File: src/rtl/matmul2x2_pcpi_seq.sv
// PCPI coprocessor computing C = A x B for 2x2 matrices of unsigned nibbles.
// A single external 4x4 combinational multiplier is reused over eight steps.
// Each pair of partial products is summed and saturated to 8 bits.
module matmul2x2_pcpi_seq #(
  parameter logic [6:0] OPCODE = 7'b0001011,
  parameter logic [2:0] FUNCT3 = 3'b000,
  parameter logic [6:0] FUNCT7 = 7'b0000001
) (
  input  logic        clk,
  input  logic        rst_n,
  input  logic        pcpi_valid,
  input  logic [31:0] pcpi_insn,
  input  logic [31:0] pcpi_rs1,
  input  logic [31:0] pcpi_rs2,
  output logic        pcpi_ready,
  output logic        pcpi_wr,
  output logic        pcpi_wait,
  output logic [31:0] pcpi_rd,
  output logic [3:0]  mul_a,
  output logic [3:0]  mul_b,
  input  logic [7:0]  mul_p,
  output logic        busy
);

  typedef enum logic [1:0] {IDLE, MUL, DONE, HOLD} state_t;

  state_t          state;
  state_t          state_next;
  logic [2:0]      step;
  logic [8:0]      acc;
  logic [15:0]     a_mat;
  logic [15:0]     b_mat;
  logic [3:0][7:0] c_mat;
  logic            match;
  logic            row_i;
  logic            col_j;
  logic            term_t;
  logic [9:0]      sum;
  logic [7:0]      sum_sat;
  logic            unused_bits;

  // Instruction decode and step-field split used by both the datapath and outputs.
  assign match   = pcpi_valid
                   && (pcpi_insn[6:0]   == OPCODE)
                   && (pcpi_insn[14:12] == FUNCT3)
                   && (pcpi_insn[31:25] == FUNCT7);
  assign row_i   = step[2];
  assign col_j   = step[1];
  assign term_t  = step[0];
  assign sum     = {1'b0, acc} + {2'b00, mul_p};
  assign sum_sat = (sum > 10'd255) ? 8'hFF : sum[7:0];

  // Operand bits that play no part in the computation are collected here on purpose.
  assign unused_bits = ^{pcpi_rs1[31:16], pcpi_rs2[31:16], pcpi_insn[24:15], pcpi_insn[11:7]};

  // State register; synchronous reset returns to IDLE.
  always_ff @(posedge clk) begin
    if (!rst_n) state <= IDLE;
    else        state <= state_next;
  end

  // Next-state logic: a dropped valid aborts MUL, HOLD waits for valid to fall.
  always_comb begin
    state_next = state;
    case (state)
      IDLE: if (match) state_next = MUL;
      MUL: begin
        if (!pcpi_valid)        state_next = IDLE;
        else if (step == 3'd7)  state_next = DONE;
      end
      DONE: state_next = HOLD;
      HOLD: if (!pcpi_valid) state_next = IDLE;
      default: state_next = IDLE;
    endcase
  end

  // Datapath: latch operands, step the counter, accumulate and store saturated sums.
  always_ff @(posedge clk) begin
    if (!rst_n) begin
      step  <= 3'd0;
      acc   <= 9'd0;
      a_mat <= 16'd0;
      b_mat <= 16'd0;
      c_mat <= '0;
    end else begin
      case (state)
        IDLE: begin
          if (match) begin
            a_mat <= pcpi_rs1[15:0];
            b_mat <= pcpi_rs2[15:0];
            step  <= 3'd0;
            acc   <= 9'd0;
          end
        end
        MUL: begin
          if (pcpi_valid) begin
            step <= step + 3'd1;
            if (!term_t) begin
              acc <= {1'b0, mul_p};
            end else begin
              c_mat[{row_i, col_j}] <= sum_sat;
              acc                   <= 9'd0;
            end
          end
        end
        default: ;
      endcase
    end
  end

  // Output decode from state; everything reads zero while reset is held.
  always_comb begin
    pcpi_ready = 1'b0;
    pcpi_wr    = 1'b0;
    pcpi_rd    = 32'd0;
    mul_a      = 4'd0;
    mul_b      = 4'd0;
    busy       = 1'b0;
    pcpi_wait  = rst_n && match && ((state == IDLE) || (state == MUL));
    case (state)
      MUL: begin
        mul_a = a_mat[{row_i, term_t, 2'b00} +: 4];
        mul_b = b_mat[{term_t, col_j, 2'b00} +: 4];
        busy  = 1'b1;
      end
      DONE: begin
        pcpi_ready = 1'b1;
        pcpi_wr    = 1'b1;
        pcpi_rd    = c_mat;
        busy       = 1'b1;
      end
      HOLD: busy = 1'b1;
      default: ;
    endcase
  end

endmodule

File: config.mk
export PLATFORM = sky130hd
export DESIGN_NAME = matmul2x2_pcpi_seq
export DESIGN_NICKNAME = d
export VERILOG_FILES = /design/src/rtl/matmul2x2_pcpi_seq.sv
export SDC_FILE = /design/constraint.sdc
export NUM_CORES = 1
export LEC_CHECK = 0
export ABC_AREA = 1
export CAP_MARGIN = 20
export CORE_MARGIN = 10
export CORE_UTILIZATION = 44
export DETAILED_ROUTE_END_ITERATION = 10
export GPL_TIMING_DRIVEN = 0
export HOLD_SLACK_MARGIN = 0.02
export PLACE_DENSITY = 0.83
export SLEW_MARGIN = 20
export SYNTH_ARGS = -nofsm -noshare
export SYNTH_HDL_FRONTEND = slang
export SYNTH_SLANG_ARGS = --single-unit
File: constraint.sdc
create_clock -name clk -period 2.4 [get_ports clk]
set_input_delay 0.36 -clock clk [delete_from_list [all_inputs] [get_ports clk]]
set_output_delay 0.36 -clock clk [all_outputs]
set_load 0.01 [all_outputs]
# Word level (Yosys, flattened, before mapping)
# Index checks and enable logic that the tools add are counted.
# op_classes
addsub	2
n_mul	0
div	0
magnitude_cmp	3
eq_ne	10
shifts	2
muxes	21
n_bitwise	0
n_reduce_logical	15
# op_table
cell	n
$bwmux 32	1
$mux 32	1
$shiftx 16x5->4	2
$mux 8	3
$mux 9	2
$pmux 9 s2	1
$demux 8 s2	1
$add 9x8->10	1
$gt 10x8->1 const B	1
$reduce_and 3->1	3
$mux 2	4
$mux 4	2
$pmux 2 s4	1
$eq 7x1->1 const B	1
$eq 7x4->1 const B	1
$logic_and 1x1->1	6
$mux 3	2
$ne 2x2->1 const B	3
$pmux 3 s2	1
$eq 2x2->1 const B	2
$add 3x1->3 const B	1
$eq 3x3->1 const B	1
$logic_not 3->1	1
$lt 2x3->1 const B	1
9 further kinds	10
# word_totals
regBits	78
latchBits	0
ramBits	0
mem_bits_ro	0
input_bits	107
output_inout_bits	44
memories	0

# Logic depth before layout (Yosys ltp)
# logic_depth
depth_word	6
depth_mapped	10
mapped_depth_nobuf	10

# Worst setup path after synthesis
# OpenSTA, ideal clock, no wires.
# synth_path
kind	input port to flip-flop
from	input port mul_p[0]
to	register c_mat[20] in the netlist's numbering
setup_ps	109
arrival_ps	1731
t_required_ps	2291
slack_ps	560
path_stages	9
path_buffers	1
cell_sequence	ha_1 fa_1 nand2_1 nand3_1 a21oi_2 buf_2 nand3_1 nand2_1 inv_1
# synth_between
elab_chain_cells	4
# synth_rtl
item	line_no	text
from (decl)	21	input logic [7:0] mul_p,
$add 9x8->10 *	50	assign sum = {1'b0, acc} + {2'b00, mul_p};
$gt 10x8->1	51	assign sum_sat = (sum > 10'd255) ? 8'hFF : sum[7:0];
$mux 8 *	51	
$bwmux 32 *	101	c_mat[{row_i, col_j}] <= sum_sat;
to (signal, indexed assignment)	101	
to (decl)	33	logic [3:0][7:0] c_mat;
# Mark *: on every way between the ends. The rest lies on a longest branch, timed or not.
# A chain may end at the register's enable or synchronous reset.

# Worst setup path after layout
# layout_path
from	register step[0]
to	output port mul_b[3]
# layout_between
elab_chain_cells	2
# layout_rtl
item	line_no	text
from (decl)	29	logic [2:0] step;
from (signal assigned)	97	step <= step + 3'd1;
$shiftx 16x5->4	123	mul_b = b_mat[{term_t, col_j, 2'b00} +: 4];
$mux 4	120	case (state)
to (decl)	20	output logic [3:0] mul_b,
# No other way between the ends.

==> flow_metrics.env <==
export IMPL_cp_cell_sequence="buf_4, buf_4, nor2_1, o21ai_0, a21oi_1, clkdlybuf4s50_1"
export IMPL_crit_type="reg2out"
export IMPL_path_common_cell="buf_4"
export IMPL_vias=4099
export IMPL_drc_errors=0
export IMPL_dr_pass1_iters=8
export IMPL_syn_inst=592
export IMPL_outcome="completed"
export IMPL_cts_made_buffers=9
export IMPL_grt_overflow_total=0
export IMPL_fp_dieW_um=115
export IMPL_fmaxAchievable_mhz=434
export IMPL_dr_first_iter_drc_count=246
export IMPL_rr_worst_depth=9
export IMPL_r2r_start="acc[0]"
export IMPL_fp_row_count=34
export IMPL_hold_viol=0
export IMPL_detail_route_wl_per_cell_um=13.9
export IMPL_clock_path_buffers=2
export IMPL_pre_cts_ws_ns=-0.135
export IMPL_min_from="a_mat[5]"
export IMPL_groute_usage_overall=0.169
export IMPL_fin_cells=820
export IMPL_timing_max_cap_violations=0
export IMPL_initial_utilization=0.454
export IMPL_hp_class="reg2reg"
export IMPL_port_buffers=103
export IMPL_cp_required_ns=2.04
export IMPL_tightest_slew_ns=0.523
export IMPL_htreeDepth=3
export IMPL_diodes=0
export IMPL_drv_slew=0
export IMPL_regToRegSetupSlack_ns=0.35
export IMPL_grt_max_degree=13
export IMPL_avgViaCountPerCell=5.00
export IMPL_avgSynthCellArea_um2=6.72
export IMPL_crit_fanout=10
export IMPL_final_common_cell="nor2_1"
export IMPL_peakVddDrop_mv=0.398
export IMPL_fillers=801
export IMPL_cp_end_kind="output pin"
export IMPL_ant_nets=0
export IMPL_dp_cells=803
export IMPL_clock_sinks=77
export IMPL_min_period_over_period=0.959
export IMPL_syn_area_um2=3980
export IMPL_leakage_nw=2.35
export IMPL_cp_arrival_ns=1.94
export IMPL_fin_setup_tns_ns=0
export IMPL_nets=825
export IMPL_final_cell_mix="nor2_1, clkdlybuf4s50_1, dfxtp_1, inv_1, nand2_1"
export IMPL_die_h_um=115
export IMPL_gp_congestion=0.905
export IMPL_clkTransAtPathRegs_ns=0.08
export IMPL_setup_viol=0
export IMPL_ios=151
export IMPL_critical_path_slowest_cell="clkdlybuf4s50_1"
export IMPL_startpoint_type="flip-flop"
export IMPL_ys_types=30
export IMPL_dieArea_um2=13200
export IMPL_finalPower_mw=2.44
export IMPL_fin_ws_ns=0.0973
export IMPL_drive_above_1_share=0.0744
export IMPL_grt_pass1_wl_um=18600
export IMPL_core_region_area_um2=8760
export IMPL_crit_path_max_incr_delay_ns=0.57
export IMPL_syn_num_nets=710
export IMPL_synth_seq_cells=77
export IMPL_antenna_found_initial=0
export IMPL_clk_latency_ns=0.34
export IMPL_clock_root_buffer="clkbuf_8"
export IMPL_yosysWarningCount=0
export IMPL_wirelength_um=11400
export IMPL_cts_tree="yes"
export IMPL_grt_pass1_vias=3957
export IMPL_rsz0062_at_grt="no"
export IMPL_r2r_end="c_mat[23]"
export IMPL_dp_hpwl_um=8900
export IMPL_hold_path_endpoint="a_mat[5]"
export IMPL_worstHoldPathCells=2
export IMPL_ctsHoldBuffers=0
export IMPL_area_delta_synth_final_pct=35.7
export IMPL_fin_crit_ns=2.30
export IMPL_worst_path_buf_inv=3
export IMPL_clock_skew_ns=0.00706
export IMPL_seq_area_frac_synth=0.388
export IMPL_whs_ns=0.471
export IMPL_critPathTopFamily="buffers and inverters"
export IMPL_power_density_nw_per_um2=453
export IMPL_slew_headroom=0.651
-- metrics by stage --
step	util	instance area, um^2
global placement	0.587	5140
floorplan	-	3980
detailed placement	0.587	5140
global route	0.616	5390
CTS	0.612	5360
finish	0.616	5390
-- cell families (layout without fill, tap and decap cells) --
logic type,count (synthesis),in the layout,share of synthesized area
compound gates,107,107,0.136
xor+xnor,3,3,0.00661
fa+ha+maj,11,11,0.0365
buf+inv,107,227,0.117
flops,77,77,0.388
simple gates,287,287,0.316
-- how the worst max path moves through the flow --
stage	slack (ns)	startpoint	end	depth (start not counted)
2_1_floorplan	0.56	mul_p[0]	c_mat[20]	9
3_3_place_gp	-0.06	mul_p[0]	c_mat[28]	10
3_5_place_dp	-0.13	mul_p[0]	c_mat[23]	10
4_1_cts	0.002	step[0]	mul_a[3]	7
5_1_grt	0.005	flip-flop	pcpi_rd[30]	6
6_report	0.1	step[0]	mul_b[3]	6
-- synth_stat cells (all sizes together) --
cell    count  area (um^2)
nand2      67          267
clkinv      6         47.5
buf        16         96.3
o21ai      61          305
fa          1         20.0
a21oi      45          229
dfxtp      77         1540
nor3        2         10.0
inv        74          278
ha         10          125
nand3b      3         22.5
clkbuf     11         42.5
nand4       3         25.0
or2         2         12.5
nand3      41          255
nor2      169          666
xnor2       3         26.3
o211ai      1         7.51
-- layout make-up --
class | instances | area, um^2 | area share
sequential | 77 | 1540 | 0.286
buffer | 27 | 154 | 0.0285
tap | 108 | 135 | 0.0251
clock buffer | 12 | 145 | 0.0269
clock inverter | 4 | 47.5 | 0.00881
inverter | 80 | 333 | 0.0617
multi-input combinational | 408 | 1980 | 0.367
timing repair buffer | 104 | 1060 | 0.196
-- sequential cells by signal (all words and copies together) (netlist names), named ones only --
signal / count
c_mat: 32
a_mat: 16
b_mat: 16
acc: 8
step: 3
state: 1
-- per-layer routing --
metal / wire, um / track usage / vias up
met4: 204 / 0.0627 / 0
met2: 5590 / 0.289 / 139
li1: - / - / 2099
met3: 760 / 0.0349 / 18
met5: 0 / 0 / -
met1: 4840 / 0.204 / 1843
-- worst reg2reg max path: stages (launching register included) --
cell and delay [ns]:
dfxtp_1 0.32, ha_1 0.21, fa_1 0.43, nand2_1 0.09
nand3_1 0.12, a21oi_2 0.25, buf_2 0.27, nand3_1 0.13
nand2_1 0.08, inv_1 0.05
-- power breakdown --
part | switching [mW] | internal (mW)
combinational | 0.0763 | 0.106
clock | 0.479 | 0.507
sequential | 0.00000265 | 1.28
-- repair_timing --
action                     4_1_cts  5_1_grt
buffers inserted                 1        0
cloned                           0        0
setup endpoints to repair       38       29
gates resized for setup         15       13
Note: power is estimated with default switching activity, not from simulation.
